===== src/rtl/shift_piso_tx.sv =====
// Parallel-in serial-out transmitter feeding an external LED SIPO register.
// Sends one word per handshake with a shift strobe per bit, then pulses the latch.
module shift_piso_tx #(
    parameter int WIDTH = 8,
    parameter int DIV   = 4
) (
    input  logic             clk,
    input  logic             reset,
    input  logic             load_valid,
    output logic             load_ready,
    input  logic [WIDTH-1:0] data_in,
    input  logic             lr,
    output logic             s_out,
    output logic             shift_en,
    output logic             latch,
    output logic             busy,
    output logic             done
);

    localparam int DW = (DIV > 1) ? $clog2(DIV) : 1;
    localparam int BW = $clog2(WIDTH);
    localparam logic [DW-1:0] DIV_LAST = DW'(DIV - 1);
    localparam logic [BW-1:0] BIT_LAST = BW'(WIDTH - 1);

    typedef enum logic [1:0] {
        IDLE,
        SHIFT,
        LATCH
    } state_t;

    state_t           state, state_nx;
    logic [WIDTH-1:0] shreg, shreg_nx;
    logic             lr_q, lr_nx;
    logic [BW-1:0]    bit_cnt, bit_nx;
    logic [DW-1:0]    div_cnt, div_nx;
    logic             s_out_nx, shift_en_nx, latch_nx;

    always_ff @(posedge clk or posedge reset) begin
        if (reset) begin
            state    <= IDLE;
            shreg    <= '0;
            lr_q     <= 1'b0;
            bit_cnt  <= '0;
            div_cnt  <= '0;
            s_out    <= 1'b0;
            shift_en <= 1'b0;
            latch    <= 1'b0;
            done     <= 1'b0;
        end else begin
            state    <= state_nx;
            shreg    <= shreg_nx;
            lr_q     <= lr_nx;
            bit_cnt  <= bit_nx;
            div_cnt  <= div_nx;
            s_out    <= s_out_nx;
            shift_en <= shift_en_nx;
            latch    <= latch_nx;
            done     <= latch_nx;
        end
    end

    always_comb begin
        state_nx = state;
        shreg_nx = shreg;
        lr_nx    = lr_q;
        bit_nx   = bit_cnt;
        div_nx   = div_cnt;
        case (state)
            IDLE: begin
                if (load_valid) begin
                    shreg_nx = data_in;
                    lr_nx    = lr;
                    bit_nx   = '0;
                    div_nx   = '0;
                    state_nx = SHIFT;
                end
            end
            SHIFT: begin
                if (div_cnt == DIV_LAST) begin
                    shreg_nx = lr_q ? (shreg >> 1) : (shreg << 1);
                    div_nx   = '0;
                    if (bit_cnt == BIT_LAST) begin
                        bit_nx   = '0;
                        state_nx = LATCH;
                    end else begin
                        bit_nx = bit_cnt + 1'b1;
                    end
                end else begin
                    div_nx = div_cnt + 1'b1;
                end
            end
            LATCH: state_nx = IDLE;
            default: state_nx = IDLE;
        endcase

        // Outputs are registered from next-state values so they line up with the state they describe.
        s_out_nx    = 1'b0;
        if (state_nx == SHIFT)
            s_out_nx = lr_nx ? shreg_nx[0] : shreg_nx[WIDTH-1];
        shift_en_nx = (state_nx == SHIFT) && (div_nx == DIV_LAST);
        latch_nx    = (state_nx == LATCH);
    end

    assign load_ready = (state == IDLE);
    assign busy       = (state != IDLE);

endmodule


===== config.mk =====
export PLATFORM = sky130hd
export DESIGN_NAME = shift_piso_tx
export DESIGN_NICKNAME = d
export VERILOG_FILES = /design/src/rtl/shift_piso_tx.sv
export SDC_FILE = /design/constraint.sdc
export NUM_CORES = 1
export LEC_CHECK = 0
export ABC_AREA = 1
export CAP_MARGIN = 20
export CORE_MARGIN = 2
export CORE_UTILIZATION = 48
export DETAILED_ROUTE_END_ITERATION = 8
export MAX_ROUTING_LAYER = met4
export PLACE_DENSITY = 0.74
export SYNTH_ARGS = -nofsm -noshare
export SYNTH_HDL_FRONTEND = slang
export SYNTH_SLANG_ARGS = --single-unit

===== constraint.sdc =====
create_clock -name clk -period 1.5 [get_ports clk]
set_input_delay 0.15 -clock clk [delete_from_list [all_inputs] [get_ports clk]]
set_output_delay 0.15 -clock clk [all_outputs]
set_load 0.01 [all_outputs]

# After elaboration in Yosys (flattened, before gate mapping)
# Cells that the tools add are included.
dict set report totals {
  elab_cells 43
  regBits 19
  out_inout_bits 6
  inputBits 12
}
dict set report op_classes {
  n_reduce_logical 5
  add_sub_neg 2
  muxes 19
  n_eq_ne 8
}
# operator count
set ops {}
lappend ops {{$mux W8} 3}
lappend ops {{$pmux W8 S2} 1}
lappend ops {{$mux W2} 5}
lappend ops {{$mux W3} 3}
lappend ops {{$pmux W2 S2} 2}
lappend ops {{$eq A2 B2 Y1 const B} 3}
lappend ops {{$pmux W3 S2} 1}
lappend ops {{$eq A2 B1 Y1 const B} 2}
lappend ops {{$mux W1} 4}
lappend ops {{$ne A2 B2 Y1 const B} 2}
lappend ops {{$reduce_bool A2 Y1} 2}
lappend ops {{$add A3 B1 Y3 const B} 1}
lappend ops {{$eq A3 B3 Y1 const B} 1}
lappend ops {{$reduce_and A3 Y1} 1}
lappend ops {{$add A2 B1 Y2 const B} 1}
lappend ops {{$logic_not A2 Y1} 1}
lappend ops {{$logic_and A1 B1 Y1} 1}

# Depth between registers and ports, before layout
# Gate-level depths: netlist of the first run.
dict set report logic_depth {
  word_depth 6
  depth_mapped 7
  mapped_depth_nobuf 7
}

# Least setup slack after synthesis of the first run
# No wires, ideal clock.
dict set report synth_path {
  kind {register to register}
  startpoint {reg div_cnt[0]}
  endpoint {reg s_out}
  t_required_ns 1.429
  setup_ns 0.071
  n_path_buf 1
  setup_slack_ns 0.291
  path_stages_with_launch 8
  arrival_ns 1.138
  synth_period_minus_slack_ns 1.209
  path_cell_list {dfrtp_1 ha_1 nand3_2 buf_6 nand3_1 nand3_1 nand2_1 nor2_1}
}
dict set report synth_between {
  elab_chain_len 5
  elab_cells_between_ends 8
  classes_between {eq/ne (2); mux (6)}
}
# element line_no
set synth_lines {}
lappend synth_lines {{start: declaration} 35} ;# logic [DW-1:0] div_cnt, div_nx;
lappend synth_lines {{start signal: assignment} 54} ;# div_cnt <= div_nx;
lappend synth_lines {{$eq A2 B2 Y1 *} 79} ;# if (div_cnt == DIV_LAST) begin
lappend synth_lines {{$mux W2 / $mux W8 (equally long branches)} 79}
lappend synth_lines {{$pmux W2 S2 / $pmux W8 S2 (equally long branches)} 68} ;# case (state)
lappend synth_lines {{$eq A2 B1 Y1 / $mux W1 (equally long branches)} {98, 99}}
lappend synth_lines {{$mux W1 *} 98} ;# if (state_nx == SHIFT)
lappend synth_lines {{net s_out_nx} 36} ;# logic s_out_nx, shift_en_nx, latch_nx;
lappend synth_lines {{end signal: assignment} 55} ;# s_out <= s_out_nx;
lappend synth_lines {{end: declaration} 13} ;# output logic s_out,
# Mark *: on every way through the listed nets, which the timed path passes. The rest lies on a longest branch. The select of a mux whose other input is x is not followed.
# A chain may end at the register's enable or synchronous reset.

# Worst setup path in the final report of the first run
dict set report layout_path {
  startpoint {reg state[0]}
  endpoint {out load_ready}
}
dict set report layout_between {
  elab_chain_len 1
}
# element line_no
set layout_lines {}
lappend layout_lines {{start: declaration} 31} ;# state_t state, state_nx;
lappend layout_lines {{start signal: assignment} 50} ;# state <= state_nx;
lappend layout_lines {{$logic_not A2 Y1} 104} ;# assign load_ready = (state == IDLE);
lappend layout_lines {{end: declaration} 10} ;# output logic load_ready,
# No other way between the ends.

==> metrics.md, run 1 <==
| Metric | Value |
|---|---|
| Antenna Nets Post-Route | `0` |
| Worst supply voltage drop on vdd | `0.001065 V` |
| Standard-cell row count | `16` |
| Number of buffers created by CTS | `3` |
| Largest fanout on the critical path | `3` |
| Overall global routing resource usage | `18.73%` |
| Kind of path behind the tightest hold check | `in -> async` |
| Routability congestion estimate | `0.8104` |
| Initial antenna violation count | `0` |
| RSZ-0062 raised after global routing | `false` |
| Net count reported at finish | `149` |
| Mapped Avg Cell Area | `around 9 sq um` |
| Total wire length after detailed routing | `approximately 2.0 mm` |
| Longest Clk Path Bufs | `2` |
| Distinct cell type count of the synthesized netlist | `26` |
| Fill cell count | `175` |
| Endpoint type of the worst setup path | `output pin` |
| Die Y-Extent | `slightly below 50 um` |
| Share of synthesized area occupied by flip-flops and latches | `48.72%` |
| Flops & latches, synth | `19` |
| Detail-routed net length per standard cell | `12.45 um` |
| Top achievable clock speed | `712.8 MHz` |
| Slew margin rel. | `between 70 and 80%` |
| Run status | `finished clean` |
| Count of warnings emitted by yosys | `0` |
| Fraction of post-synthesis cell area in the top cell type by area | `48.72%` |
| DRT iter0 DRCs | `14` |
| Leakage Power | `around 0.61 nW` |
| Post-layout instance count excluding filler cells | `160` |
| Worst flop-to-flop path startpoint | `div_cnt[0]` |
| Clock Latency Late Sink | `290 ps` |
| Power per cell area | `1855 mW/mm^2` |
| Maximum cell stage delay along the critical path | `440 ps` |
| Cell area reported after detailed placement | `0.001185 sq mm` |
| Startpoint types | `flip-flop` |
| Library cell occupying the most area in the post-synthesis netlist | `dfrtp_1` |
| Boundary Pins | `18` |
| Initial cell density of the core | `50.26%` |
| Hold violation total from the final report | `0` |
| Floorplan Core Area | `0.001942 sq mm` |
| Via count of the first global-routing pass | `798` |
| Diodes inserted | `0` |
| Clock tree root buffer cell | `clkbuf_4` |
| Top cells by area in the synthesized netlist | `dfrtp_1 (49%), nand2_1 (8.5%), inv_1 (6.2%)` |
| Instance count after placement with tap cells included | `153` |
| Post-synthesis net count | `approximately 130` |
| Worst EP arrival | `1250 ps` |
| Final HPWL DP | `roughly 1.4 mm` |
| Clock H-tree levels | `1` |
| Detailed-route via count | `821` |
| Post-route cell area | `0.001245 sq mm` |
| Sum of negative setup slack | `0 ps` |
| Required time worst endpoint | `1350 ps` |
| Clock sink total | `19` |
| Synthesized area | `975.9 sq um` |
| Setup-violating endpoint count in the final report | `0` |
| Pin count of the biggest net entering global routing | `20` |
| Slew at the pin with the worst max-slew slack | `408.4 ps` |
| Share of cells above drive strength 1 | `15.79%` |
| TritonRoute pass-1 iters | `4` |
| Die width | `49.09 um` |
| Gate Count Post-Synth | `110` |
| Cell with the biggest individual delay on the critical path | `dfrtp_2` |
| Area enclosed by the die boundary | `0.002410 sq mm` |
| Final worst-path setup slack | `97.09 ps` |
| Critical path class | `reg -> out` |
| Final Max Slew Viols | `0` |
| IO Port Bufs | `17` |
| Max-cap viol count | `0` |
| Clock skew | `4.312 ps` |
| Minimum clock period after layout | `approximately 1400 ps` |
| Number of cells on the worst reg-to-reg path | `7` |
| Pre-CTS WS | `~110 ps` |
| Endpoint of the worst register-to-register path | `s_out` |
| Share of the clock period used by the worst path | `93.53%` |
| Via-per-instance ratio | `5.131` |
| Post-cts hold buffer count | `0` |
| Area overhead of the layout relative to synthesis | `27.56%` |
| Remaining DRCs | `0` |
| Setup slack of the most critical reg-to-reg path | `150 ps` |
| Clock slew at reported path FFs | `110 ps` |
| Grt ovf | `0` |
| CP cell instances | `buf_4 > nor2_4 > clkdlybuf4s15_1` |
| CTS tree | `yes` |
| First-pass GRT wire length | `3.422 mm` |
[synthesized netlist by cell type]
library cell / instances
a22oi_1: 1
a21oi_1: 2
dfrtp_1: 19
o22ai_1: 1
o211ai_1: 2
nand4_1: 1
nand2_2: 2
ha_1: 3
clkbuf_1: 1
nor3_1: 1
nand2_8: 1
inv_1: 16
nor2_1: 9
o221ai_1: 3
inv_4: 1
nand3_1: 8
nor2_4: 1
nor2_2: 1
a31oi_1: 1
nand3_2: 3
buf_4: 1
nand2_4: 1
buf_6: 1
nand2_1: 22
o21ai_0: 7
o21ai_2: 1
[layer usage]
layer	global-route usage, %	share of wire (%)
met4	5.714	0.45
met3	3.374	3.4
met5	-	0
met1	20.44	44
met2	34.23	52
[per-stage QoR]
step	power (mW)	hold WS [ps]	util (%)
2_1_floorplan	1.682	101.1	-
3_3_place_gp	1.968	495.8	61.02
3_5_place_dp	2.016	514.1	61.02
4_1_cts	2.303	180.1	63.53
5_1_grt	2.526	235.3	64.11
6_report	2.309	184.9	64.11
[worst max-delay path, delay by kind of cell, from the launching register on]
| kind | cells | cell delay, ps |
|---|---|---|
| DFF | 1 | 440 |
| and+or+nand+nor | 1 | 120 |
| buffers and inverters | 2 | 410 |
[report_power, final]
group | internal, mW | switching, mW | leakage (nW) | total [mW]
sequential | 0.726 | 0.145 | 0.238 | 0.871
clock | 0.103 | 0.155 | 0.0150 | 0.259
combinational | 0.531 | 0.648 | 0.355 | 1.18
[cell usage in the layout (no fill, tap or decap), types with 2 or more instances in the layout]
cell	instances
ha_1	3
nor2_1	9
o211ai_1	2
a21oi_1	2
nand2_1	22
o21ai_0	7
nand3_1	8
inv_1	15
nand3_2	2
nand2_2	2
clkdlybuf4s50_1	15
buf_4	4
clkbuf_4	3
o221ai_1	3
dfrtp_1	18
[sequential cells by signal (all words and copies together) (netlist names)]
register,flops
div_cnt,2
shift_en,1
shreg,8
lr_q,1
state,2
s_out,1
done,1
bit_cnt,3
[repair_timing]
item                                    4_1_cts  5_1_grt
setup buffers                                 3        0
gates resized for setup                       3        3
endpoints found under the setup margin        2        6
[final cells by class]
| type | count | area (sq um) | share of cell area, % |
|---|---|---|---|
| well taps | 27 | 33.78 | 2.714 |
| multi-input cells | 71 | 419.2 | 33.67 |
| repair buffers | 22 | 222.7 | 17.89 |
| flip-flops and latches | 19 | 476.7 | 38.29 |
| clock buffers | 4 | 26.28 | 2.111 |
| inverters | 17 | 66.31 | 5.327 |
[kinds of logic (layout without fill, tap and decap cells)]
family	after synthesis	in the layout	share of synthesized area, %
flops	19	19	48.72
simple gates	50	50	26.54
buf+inv	20	43	9.103
compound gates	18	18	11.80
fa+ha+maj	3	3	3.847
[worst max-delay path by stage]
| stage | start | endpoint | cells past startpoint | slack (ps) |
|---|---|---|---|---|
| 3_3_place_gp | div_cnt[0] | s_out | 7 | 110 |
| 3_5_place_dp | div_cnt[0] | s_out | 7 | 110 |
| 5_1_grt | state[0] | load_ready | 3 | 20 |
| 2_1_floorplan | div_cnt[0] | s_out | 7 | 290 |
| 6_report | state[0] | load_ready | 3 | 100 |
| 4_1_cts | state[1] | busy | 3 | 10 |
No activity file was read; power rests on OpenSTA's default activity.
==> inputs of run 2 (changes only) <==
--- a/config.mk
+++ b/config.mk
@@ -10,6 +10,7 @@
 export CORE_MARGIN = 2
 export CORE_UTILIZATION = 48
 export DETAILED_ROUTE_END_ITERATION = 8
+export GPL_TIMING_DRIVEN = 0
 export MAX_ROUTING_LAYER = met4
 export PLACE_DENSITY = 0.74
 export SYNTH_ARGS = -nofsm -noshare
==> run 2 against run 1 <==
- global-route usage decreased by 0.26 points
- hold slack improved by 60 ps
- clock-buffer cell count shrank 1
- worst setup slack worse by 28 ps
==> metrics.md, run 2 (same netlist as run 1, synthesis figures left out) <==
| Metric | Value |
|---|---|
| First-pass GRT wire length | `3.318 mm` |
| IO Port Bufs | `17` |
| Beginning of the critical path | `done` |
| Final HPWL DP | `1.334 mm` |
| Area enclosed by the die boundary | `between 0.002 and 0.0025 sq mm` |
| Clock slew at reported path FFs | `110 ps` |
| Worst EP arrival | `about 1300 ps` |
| Clock H-tree levels | `1` |
| Slew at the pin with the worst max-slew slack | `696.0 ps` |
| Net count reported at finish | `150` |
| Pre-CTS WS | `approximately 150 ps` |
| Worst hold slack | `244.7 ps` |
| DRT iter0 DRCs | `24` |
| Antenna Nets Post-Route | `0` |
| Hold violation total from the final report | `0` |
| Required time worst endpoint | `around 1400 ps` |
| Number of buffers created by CTS | `3` |
| Die width | `49.09 um` |
| Endpoint type of the worst setup path | `output pin` |
| Worst flop-to-flop path startpoint | `state[0]` |
| Clock skew | `2.960 ps` |
| Run status | `finished clean` |
| Detail-routed net length per standard cell | `11.24 um` |
| Minimum clock period after layout | `1431 ps` |
| Area overhead of the layout relative to synthesis | `26.28%` |
| Largest reg by FF count | `shreg` |
| Initial antenna violation count | `0` |
| Clock tree root buffer cell | `clkbuf_4` |
| Share of cells above drive strength 1 | `approximately 16%` |
| Regs by FF count | `shreg: 8 flops, bit_cnt: 3 flops` |
| Routability congestion estimate | `0.7917` |
| Overall global routing resource usage | `a little under a fifth` |
| TritonRoute pass-1 iters | `4` |
| Cell area reported after detailed placement | `0.001180 sq mm` |
| Maximum cell stage delay along the critical path | `about 460 ps` |
| Setup-violating endpoint count in the final report | `0` |
| Most frequent cells in the layout | `nand2_1 (22), dfrtp_1 (18), inv_1 (15), clkdlybuf4s50_1 (15), nor2_1 (9)` |
| PnR Total Power | `2.251 mW` |
| Final Max Slew Viols | `0` |
| Power per cell area | `1826 mW/mm^2` |
| Boundary Pins | `18` |
| Cell with the biggest individual delay on the critical path | `clkdlybuf4s50_1` |
| Kind of path behind the tightest hold check | `in -> async` |
| Pin count of the biggest net entering global routing | `20` |
| Share of the clock period used by the worst path | `95.39%` |
| Floorplan Core Area | `0.001942 sq mm` |
| Startpoint types | `flip-flop` |
| Post-layout instance count excluding filler cells | `about 160` |
| Standard-cell row count | `16` |
| Grt ovf | `0` |
| Leakage Power | `0.6103 nW` |
| Detailed-route via count | `808` |
| Die Y-Extent | `49.09 um` |
| Max reg flops | `8` |
| RSZ-0062 raised after global routing | `false` |
| Post-cts hold buffer count | `0` |
| Layout Utilization | `63.47%` |
| Critical path class | `reg -> out` |
| Clock Latency Late Sink | `approximately 300 ps` |
| Diodes inserted | `0` |
| Total wire length after detailed routing | `1.809 mm` |
| CP cell instances | `buf_4 > clkdlybuf4s50_1` |
| Post-route cell area | `0.001232 sq mm` |
| Via-per-instance ratio | `~5` |
| Max-cap viol count | `0` |
| Instance count after placement with tap cells included | `154` |
| Slew margin rel. | `53.55%` |
| Top achievable clock speed | `698.9 MHz` |
| CTS tree | `yes` |
| Remaining DRCs | `0` |
| Largest fanout on the critical path | `2` |
| Most common library cell in the layout ignoring fill and taps | `nand2_1` |
| Longest Clk Path Bufs | `2` |
| Clock sink total | `19` |
| Via count of the first global-routing pass | `about 840` |
| Sum of negative setup slack | `0 ps` |
| Final worst-path setup slack | `69.14 ps` |
| Worst supply voltage drop on vdd | `a little over 0.001 V` |
| Initial cell density of the core | `50.26%` |
run 2: cell types whose count changed in the layout (fill, tap and decap cells not counted), sizes merged:
cell | before | now
clkinv | 0 | 1
dlygate4sd2 | 0 | 1
clkdlybuf4s15 | 1 | 0
run 2: area by class of cell:
cell class | count | area (sq um)
Inverter | 17 | 66.31
Clock buffer | 3 | 22.52
Tap cell | 27 | 33.78
Sequential cell | 19 | 476.7
Multi-Input combinational cell | 71 | 411.6
Fill cell | 178 | 709.4
Clock inverter | 1 | 5.005
Buffer | 3 | 22.52
Timing Repair Buffer | 20 | 193.9
run 2: per-layer routing:
| metal | track usage [%] | part of all wire (%) |
|---|---|---|
| met3 | 3.988 | 3.4 |
| met1 | 21.70 | 46 |
| met2 | 29.50 | 48 |
| met5 | - | 0 |
| met4 | 10.00 | 2.1 |
run 2: path summary, 6_finish.rpt:
| path | endpoint | slack (ps) | cells past startpoint |
|---|---|---|---|
| setup / recovery | latch | 70 | 2 |
| hold / removal | shreg[2] | 240 | 2 |
| setup reg to reg | s_out | 120 | 8 |
| hold reg to reg | shreg[1] | 540 | 2 |
| max in group asynchronous | state[0] | 770 | 2 |
| min in group clk | shreg[1] | 430 | 3 |
run 2: what timing repair did:
action                     CTS  global route
setup endpoints to repair    2             1
buffers inserted             3             0
resized for setup            3             1
run 2: critical path: cells and delay by family, from the launching register on:
kind,cells,cell delay (ps)
DFF,1,390
buffers and inverters,2,590
run 2: report_power, final:
group          total (mW)  leakage (nW)  internal, mW  switching, mW
clock network       0.259        0.0177        0.0994          0.160
logic                1.15         0.355         0.501          0.651
registers           0.840         0.238         0.726          0.114
total                2.25         0.610          1.33          0.925
